### config.mk
export PLATFORM = sky130hd
export DESIGN_NAME = vote_round_collector_flat
export DESIGN_NICKNAME = d
export VERILOG_FILES = /design/src/rtl/vote_round_collector_pkg.sv /design/src/rtl/vote_round_collector_if.sv /design/src/rtl/vote_round_collector_timer.sv /design/src/rtl/vote_round_collector.sv /design/src/flat_wrapper.sv
export SDC_FILE = /design/constraint.sdc
export NUM_CORES = 1
export LEC_CHECK = 0
export ABC_AREA = 1
export CAP_MARGIN = 20
export CORE_ASPECT_RATIO = 1.2
export CORE_MARGIN = 5
export CORE_UTILIZATION = 45
export DETAILED_ROUTE_END_ITERATION = 8
export PLACE_DENSITY = 0.69
export SLEW_MARGIN = 20
export SYNTH_ARGS = -nofsm -noshare
export SYNTH_HDL_FRONTEND = slang
export SYNTH_SLANG_ARGS = --single-unit
### constraint.sdc
create_clock -name clk -period 1.6 [get_ports clk]
set_input_delay 0.16 -clock clk [delete_from_list [all_inputs] [get_ports clk]]
set_output_delay 0.16 -clock clk [all_outputs]
set_load 0.01 [all_outputs]
### src/rtl/vote_round_collector_pkg.sv
// Shared types and helpers for the three-judge vote round collector.
package vote_pkg;

  localparam int JUDGE_N = 3;

  typedef enum logic {
    IDLE    = 1'b0,
    COLLECT = 1'b1
  } state_e;

  function automatic logic maj3(input logic [2:0] votes);
    return (votes[0] & votes[1]) | (votes[0] & votes[2]) | (votes[1] & votes[2]);
  endfunction

  function automatic logic [1:0] popcnt3(input logic [2:0] votes);
    return {1'b0, votes[0]} + {1'b0, votes[1]} + {1'b0, votes[2]};
  endfunction

endpackage

### src/rtl/vote_round_collector_if.sv
// Round-control and result bundle between judge front ends and the collector.
interface vote_round_collector_if;
  import vote_pkg::*;

  logic               start;
  logic [JUDGE_N-1:0] vote_valid;
  logic [JUDGE_N-1:0] vote_val;
  logic               busy;
  logic [JUDGE_N-1:0] voted;
  logic [1:0]         yes_cnt;
  logic               result;
  logic               timed_out;
  logic               done;

  modport master (
    output start, vote_valid, vote_val,
    input  busy, voted, yes_cnt, result, timed_out, done
  );

  modport slave (
    input  start, vote_valid, vote_val,
    output busy, voted, yes_cnt, result, timed_out, done
  );

endinterface

### src/rtl/vote_round_collector_timer.sv
// Round window timer: saturates at TIMEOUT_CYCLES-1 and flags that terminal count.
module round_timer #(
  parameter int TIMEOUT_CYCLES = 1000,
  parameter int CNT_W          = $clog2(TIMEOUT_CYCLES)
) (
  input  logic clk,
  input  logic rst,
  input  logic clr_i,
  input  logic en_i,
  output logic tc_o
);

  localparam logic [CNT_W-1:0] TC_VAL = CNT_W'(TIMEOUT_CYCLES - 1);

  logic [CNT_W-1:0] cnt_q;
  logic [CNT_W-1:0] cnt_d;

  assign tc_o = (cnt_q == TC_VAL);

  always_comb begin
    cnt_d = cnt_q;
    if (clr_i) begin
      cnt_d = '0;
    end else if (en_i && !tc_o) begin
      cnt_d = cnt_q + CNT_W'(1);
    end else begin
      cnt_d = cnt_q;
    end
  end

  always_ff @(posedge clk) begin
    if (rst) begin
      cnt_q <= '0;
    end else begin
      cnt_q <= cnt_d;
    end
  end

endmodule

### src/rtl/vote_round_collector.sv
// Vote round collector: latches first votes within a window, publishes 2-of-3 result.
// Optional build macro VOTE_EARLY_DECIDE_EN closes a round once two latched votes agree.
module vote_round_collector
  import vote_pkg::*;
#(
  parameter int TIMEOUT_CYCLES = 1000
) (
  input  logic                 clk,
  input  logic                 rst,
  vote_round_collector_if.slave vrc
);

  localparam int CNT_W = $clog2(TIMEOUT_CYCLES);

  state_e             state_q, state_d;
  logic [JUDGE_N-1:0] voted_q, voted_d;
  logic [JUDGE_N-1:0] vals_q, vals_d;
  logic [1:0]         yes_cnt_q, yes_cnt_d;
  logic               result_q, result_d;
  logic               timed_out_q, timed_out_d;
  logic               done_q, done_d;
  logic               busy_q, busy_d;

  logic [JUDGE_N-1:0] take_s;
  logic [JUDGE_N-1:0] voted_new_s;
  logic [JUDGE_N-1:0] vals_new_s;
  logic               early_s;
  logic               tc_s;
  logic               timer_clr_s;
  logic               timer_en_s;
  logic               close_s;

  // Only a judge's first strobe of the round is latched.
  assign take_s      = vrc.vote_valid & ~voted_q;
  assign voted_new_s = voted_q | take_s;
  assign vals_new_s  = (vals_q & ~take_s) | (vrc.vote_val & take_s);

`ifdef VOTE_EARLY_DECIDE_EN
  logic [1:0] yes_new_s;
  logic [1:0] n_new_s;
  assign yes_new_s = popcnt3(vals_new_s);
  assign n_new_s   = popcnt3(voted_new_s);
  assign early_s   = (yes_new_s >= 2'd2) || ((n_new_s - yes_new_s) >= 2'd2);
`else
  assign early_s   = 1'b0;
`endif

  assign timer_clr_s = (state_q == IDLE) && vrc.start;
  assign timer_en_s  = (state_q == COLLECT);
  assign close_s     = (state_q == COLLECT) && ((&voted_new_s) || tc_s || early_s);

  round_timer #(
    .TIMEOUT_CYCLES(TIMEOUT_CYCLES),
    .CNT_W         (CNT_W)
  ) u_timer (
    .clk  (clk),
    .rst  (rst),
    .clr_i(timer_clr_s),
    .en_i (timer_en_s),
    .tc_o (tc_s)
  );

  always_comb begin
    state_d     = state_q;
    voted_d     = voted_q;
    vals_d      = vals_q;
    yes_cnt_d   = yes_cnt_q;
    result_d    = result_q;
    timed_out_d = timed_out_q;
    done_d      = 1'b0;
    case (state_q)
      IDLE: begin
        if (vrc.start) begin
          state_d   = COLLECT;
          voted_d   = '0;
          vals_d    = '0;
          yes_cnt_d = 2'd0;
        end else begin
          state_d = IDLE;
        end
      end
      COLLECT: begin
        voted_d   = voted_new_s;
        vals_d    = vals_new_s;
        yes_cnt_d = popcnt3(vals_new_s);
        if (close_s) begin
          state_d     = IDLE;
          result_d    = maj3(vals_new_s);
          timed_out_d = ~(&voted_new_s) & ~early_s;
          done_d      = 1'b1;
        end else begin
          state_d = COLLECT;
        end
      end
      default: begin
        state_d = IDLE;
      end
    endcase
    busy_d = (state_d == COLLECT);
  end

  always_ff @(posedge clk) begin
    if (rst) begin
      state_q     <= IDLE;
      voted_q     <= '0;
      vals_q      <= '0;
      yes_cnt_q   <= 2'd0;
      result_q    <= 1'b0;
      timed_out_q <= 1'b0;
      done_q      <= 1'b0;
      busy_q      <= 1'b0;
    end else begin
      state_q     <= state_d;
      voted_q     <= voted_d;
      vals_q      <= vals_d;
      yes_cnt_q   <= yes_cnt_d;
      result_q    <= result_d;
      timed_out_q <= timed_out_d;
      done_q      <= done_d;
      busy_q      <= busy_d;
    end
  end

  assign vrc.busy      = busy_q;
  assign vrc.voted     = voted_q;
  assign vrc.yes_cnt   = yes_cnt_q;
  assign vrc.result    = result_q;
  assign vrc.timed_out = timed_out_q;
  assign vrc.done      = done_q;

endmodule

### src/flat_wrapper.sv
// flat-port wrapper written by rule: the top's interface ports become plain ports
module vote_round_collector_flat import vote_pkg::*;
#(
  parameter int TIMEOUT_CYCLES = 1000
)
  (clk, rst, vrc_start, vrc_vote_valid, vrc_vote_val, vrc_busy, vrc_voted, vrc_yes_cnt, vrc_result, vrc_timed_out, vrc_done);
  vote_round_collector_if vrc_i ();
  input  logic clk;
  input  logic rst;
  input wire logic [$bits(vrc_i.start)-1:0] vrc_start;
  input wire logic [$bits(vrc_i.vote_valid)-1:0] vrc_vote_valid;
  input wire logic [$bits(vrc_i.vote_val)-1:0] vrc_vote_val;
  output wire logic [$bits(vrc_i.busy)-1:0] vrc_busy;
  output wire logic [$bits(vrc_i.voted)-1:0] vrc_voted;
  output wire logic [$bits(vrc_i.yes_cnt)-1:0] vrc_yes_cnt;
  output wire logic [$bits(vrc_i.result)-1:0] vrc_result;
  output wire logic [$bits(vrc_i.timed_out)-1:0] vrc_timed_out;
  output wire logic [$bits(vrc_i.done)-1:0] vrc_done;
  assign vrc_i.start = vrc_start;
  assign vrc_i.vote_valid = vrc_vote_valid;
  assign vrc_i.vote_val = vrc_vote_val;
  assign vrc_busy = vrc_i.busy;
  assign vrc_voted = vrc_i.voted;
  assign vrc_yes_cnt = vrc_i.yes_cnt;
  assign vrc_result = vrc_i.result;
  assign vrc_timed_out = vrc_i.timed_out;
  assign vrc_done = vrc_i.done;
  vote_round_collector #(.TIMEOUT_CYCLES(TIMEOUT_CYCLES)) u_core (.clk(clk), .rst(rst), .vrc(vrc_i));
endmodule
After elaboration in Yosys (flattened, before gate mapping)
Cells that the tools add are included.

Register bits after elaboration: 22. Input bits: 9. Output and inout port bits: 9. Word-level logic and storage cells: 45.

Add/subtract/negate cells: 3. Eq/ne operators: 2. Mux-type cells: 9. Bitwise logic cells: 14. Reduce and logical (&&, ||, !) cells: 9.

Operators by type and width (number): 3-bit one-hot mux with 2 select lines (2); 10-bit by 1-bit adder with 10-bit output (second input constant) (1); 10-bit == test (second input constant) (1); 3-bit bitwise AND (3); 3-bit inverter (2); 3-bit bitwise OR (2); 2-bit one-hot mux with 2 select lines (1); 2-bit OR reduction (2); 1-bit bitwise AND (3); 1-bit logical AND (3); 1-bit 2-to-1 mux (3); 3-bit 2-to-1 mux (1); 3-bit AND reduction (1); 1-bit by 1-bit adder with 2-bit output (1); 2-bit by 1-bit adder with 2-bit output (1); 2-bit 2-to-1 mux (1); 2-bit inequality test (second input constant) (1); 1-bit inverter (2); 1-bit bitwise OR (2); 1-bit one-hot mux with 2 select lines (1); 2-bit AND reduction (1); 1-bit logical NOT (1); 1-bit logical OR (1).

Logic depth before layout (Yosys ltp)
Depth in word-level cells: 8. Gate-level depth with buffers: 8. Depth with buffers taken out: 8.

Hierarchy
Synthesis repeated with hierarchy kept, for this count alone.

Cells, all modules: 166. Area, all modules: 1176.1 um^2.

By module, submodules not included: round_timer (times used 1, cells an instance 84, area each 600.6 um^2, seq. area each 200.2 um^2); vote_round_collector (times used 1, cells an instance 82, area each 575.6 um^2, seq. area each 240.2 um^2).

Worst setup path after synthesis
Ideal clock, no wire load.

Path type: reg-to-reg. From: reg u_core.voted_q[0], in the netlist u_core.vrc.voted[0]. To: reg u_core.yes_cnt_q[0], in the netlist u_core.vrc.yes_cnt[0]. Setup time: 0.070 ns. Arrival time: 1.284 ns. Required time: 1.530 ns. Path slack: 0.246 ns. Stages on the path, launching flop included: 7. Buffers on the path: 0. Clock period less this slack: 1.354 ns. Cells stage by stage: dfxtp_1 > inv_1 > nand3_1 > nand2_1 > fa_1 > nand2_1 > a21oi_1.

Cells in the longest elaborated chain, start to end: 8. Elaborated cells between the ends (all ways): 9. Classes of those cells: 2 x add/sub; 1 x mux; 6 x bitwise.

Ends and longest elaborated chain: start: declaration (RTL line vote_round_collector.sv:16) `logic [JUDGE_N-1:0] voted_q, voted_d;`; start signal: assignment (RTL line vote_round_collector.sv:114) `voted_q <= voted_d;`; 3-bit inverter (*) (RTL line vote_round_collector.sv:34) `assign take_s = vrc.vote_valid & ~voted_q;`; 3-bit bitwise AND (*) (RTL line vote_round_collector.sv:34); 3-bit inverter (RTL line vote_round_collector.sv:36) `assign vals_new_s = (vals_q & ~take_s) | (vrc.vote_val & take_s);`; 3-bit bitwise AND (RTL line vote_round_collector.sv:36); 3-bit bitwise OR (*) (RTL line vote_round_collector.sv:36); 1-bit by 1-bit adder with 2-bit output (*) (RTL line vote_round_collector_pkg.sv:16) `return {1'b0, votes[0]} + {1'b0, votes[1]} + {1'b0, votes[2]};`; 2-bit by 1-bit adder with 2-bit output (*) (RTL line vote_round_collector_pkg.sv:16); 2-bit one-hot mux with 2 select lines (*) (RTL line vote_round_collector.sv:71) `case (state_q)`; end signal: assignment (RTL line vote_round_collector.sv:116) `yes_cnt_q <= yes_cnt_d;`; end: declaration (RTL line vote_round_collector.sv:18) `logic [1:0] yes_cnt_q, yes_cnt_d;`.

Every way passes the cells marked *; elsewhere a longest branch is shown, timed or not. A chain may end at the register's enable or synchronous reset.

Worst setup path in the final report
From: reg u_core.u_timer.cnt_q[0]. To: reg u_core.u_timer.cnt_q[0].

Cells in the longest elaborated chain, start to end: 3. Elaborated cells between the ends (all ways): 4. Classes of those cells: 1 x add/sub; 1 x eq/ne; 2 x reduce/logical.

Ends and longest elaborated chain: start: declaration (RTL line vote_round_collector_timer.sv:15) `logic [CNT_W-1:0] cnt_q;`; start signal: assignment (RTL line vote_round_collector_timer.sv:35) `cnt_q <= cnt_d;`; branches (longest 3 deep; another with 10-bit by 1-bit adder with 10-bit output).

Several ways; the timed one is not identified.

==> impl_metrics.yaml <==
clocking:
  cts-root-buf: "clkbuf_4"
  ctsHtreeMaxLevel: 1
  post_cts_resized: 0
  numCtsBuffers: 3
  clock_path_buffers: 2
  clk_latency_ns: 0.30
  cts_tree: "built"
  clock-sinks: 22
  clk_pin_slew_ns: 0.10
critical_path:
  reg2regPathDepth: 7
  cp.required_ns: 1.80
  slowest_stage: "dfxtp_1"
  cp_max_fo: 16
  crit_path_start_kind: "register"
  cp.depth: 7
  crit_buf_inv: 2
  critPathTopFamily: "flip-flops"
  critPathMaxStageDelay_ns: 0.39
  path_cells: "ha_1, nand2_1, inv_1, nand3_4, buf_4, a21oi_1, nor2_1"
  end_kind: "register"
  cp_data_arrival_time_ns: 1.68
  crit_type: "reg -> reg"
die:
  num_rows: 19
  core_area_mm2: 0.002330
  pin_count: 18
  start_util_pct: 47.96
  die_h_um: 64.59
  die_width_um: 55.49
  die_area_mm2: 0.003584
sta:
  min_period_ns: 1.479
  rsz0062_at_grt: "no"
  hold-worst-slack_ns: 0.4700
  finClkSkew_ns: 0.006082
  drv_slew: 0
  worst_pin_slew_ns: 0.3990
  report.final.hold_viol_count: 0
  layout_setup_ws_ns: 0.1213
  maxSlewHeadroom_pct: 73.30
  setup-violations-final: 0
  finalCritPeriodShare_pct: 92.42
  fmax_ghz: 0.6763
route:
  wl_per_cell_um: 10.68
  ant_nets: 0
  dr.pass1.iters: 4
  routed_via_density: 4.934
  drt_iter0_markers: 16
  drcViolationCount: 0
  vias: 1041
  wl_um: 2254
grt:
  grt_start_max_net_pins: 19
  antenna_found_initial: 0
  grt.overflow.total: 0
  first_global_vias: 952
  grt_usage_pct: 13.66
  grt_pass1_wl_um: 3995
hold_path:
  holdPathStages: 2
  hp-class: "reg -> reg"
synthesis:
  synth_area_leader_cell: "dfxtp_1"
  synth_flop_cell: "dfxtp_1"
  syn_nets: 170
  synth.area.top_cells: "dfxtp_1 (39%), nand2_1 (14%), nand3_1 (8.1%), nor2_1 (6.4%), a21oi_1 (6.3%)"
  yosysTopAreaCellShare_pct: 39.42
  synth_async_sr_flop_share_pct: 0
  yosys.cell_count.top_type: "nand2_1"
  netlist_area_mm2: 0.001117
  synth_common_cells: "nand2_1 (43), dfxtp_1 (22), nor2_1 (19)"
  synth_cell_type_count: 24
  ys_ff_latch: 22
  ys_warn_count: 0
  synth.avg_cell_area_um2: 7.027
  synth-seq-area-share_pct: 39.42
  synth-edff-count: 0
  netlist_instances: 159
run_status:
  status: "finished, final reports clean"
final_layout:
  n_antenna_cell: 0
  nNetsFinal: 193
  drive_gt1_share_pct: 11.11
  area_growth_pct: 21.95
place:
  pre_cts_slack_ns: -0.06365
  gp_congestion: 0.7891
  hpwl_um: 1709
  portBuffers: 17
pwr:
  p_leak_nw: 0.5462
  power_density_mw_per_mm2: 697.7
  peakVddDrop_mv: 0.6145
flow_run:
  drv_cap: 0
-- power by group --
group	total, W	switching, W	internal [W]
registers	0.000572	0.0000102	0.000562
clock network	0.000238	0.000150	0.0000877
logic	0.000141	0.0000743	0.0000665
total	0.000951	0.000234	0.000716
-- per-stage QoR --
step           area, um^2  power [W]  util, %  instances  TNS (ns)
6_report             1363  0.0009507    58.49        211         0
5_1_grt              1363   0.001009    58.49        211         0
4_1_cts              1340  0.0009730    57.52        208         0
3_5_place_dp         1318  0.0007265    56.55        205  -0.06365
3_3_place_gp         1318  0.0007239    56.55        205  -0.02846
2_1_floorplan        1117  0.0006642        -        159         0
-- cells in the final DEF, fill, tap and decap left out, types with 3 or more instances in the layout --
master	Yosys	routed
nand4_1	5	5
inv_1	14	14
dfxtp_1	22	22
nand2_1	43	43
buf_4	2	7
a21oi_1	14	14
clkdlybuf4s50_1	0	17
nand3_1	18	18
nor2_1	19	19
clkbuf_4	0	3
or2_2	3	3
-- area by class of cell --
| class | count | area (um^2) |
|---|---|---|
| well taps | 31 | 38.79 |
| repair buffers | 24 | 222.7 |
| clock buffers | 3 | 22.52 |
| flip-flops and latches | 22 | 440.4 |
| inverters | 14 | 52.55 |
| fillers | 249 | 967.2 |
| multi-input cells | 117 | 585.6 |
-- kinds of logic (layout without fill, tap and decap cells) --
group | count (synthesis) | after routing | synth area share (%)
AO/OA/AOI/OAI | 16 | 16 | 7.503
XOR/XNOR | 3 | 3 | 2.352
adder cells (fa/ha/maj) | 2 | 2 | 2.911
buffers and inverters | 20 | 41 | 8.174
flip-flops | 22 | 22 | 39.42
AND/OR/NAND/NOR | 96 | 96 | 39.64
-- registers in the layout, indices dropped and copies added (netlist names) --
name                  count
u_core.vrc.timed_out      1
u_core.u_timer.cnt_q     10
u_core.state_q            1
u_core.vrc.voted          3
u_core.vrc.done           1
u_core.vrc.result         1
u_core.vrc.yes_cnt        2
u_core.vals_q             3
-- worst paths after layout --
check                                from                       to  slack [ns]
setup / recovery  u_core.u_timer.cnt_q[0]  u_core.u_timer.cnt_q[0]        0.12
setup reg to reg  u_core.u_timer.cnt_q[0]  u_core.u_timer.cnt_q[0]        0.12
hold / removal           u_core.vals_q[0]         u_core.vals_q[0]        0.47
hold reg to reg          u_core.vals_q[0]         u_core.vals_q[0]        0.47
-- worst reg2reg max path, cell delays in order (launching register included) --
cell and delay [ns]:
dfxtp_1 0.39, ha_1 0.23, nand2_1 0.11, inv_1 0.11, nand3_4 0.19, buf_4 0.20, a21oi_1 0.11, nor2_1 0.05
-- metal layers --
layer  wire, um  up-vias  part of all wire, %  GRT usage, %
li1           -      554                    -             -
met1       1023      474                   45         15.33
met2       1153       11                   51         25.00
met3         66        2                  2.9         2.381
met4         11        0                 0.49         6.383
met5          0        -                    0             0
-- what timing repair did --
action	CTS	global route
buffers inserted	0	3
hold buffers	0	0
endpoints found under the setup margin	0	5
Power figures use the tool's default switching activity.
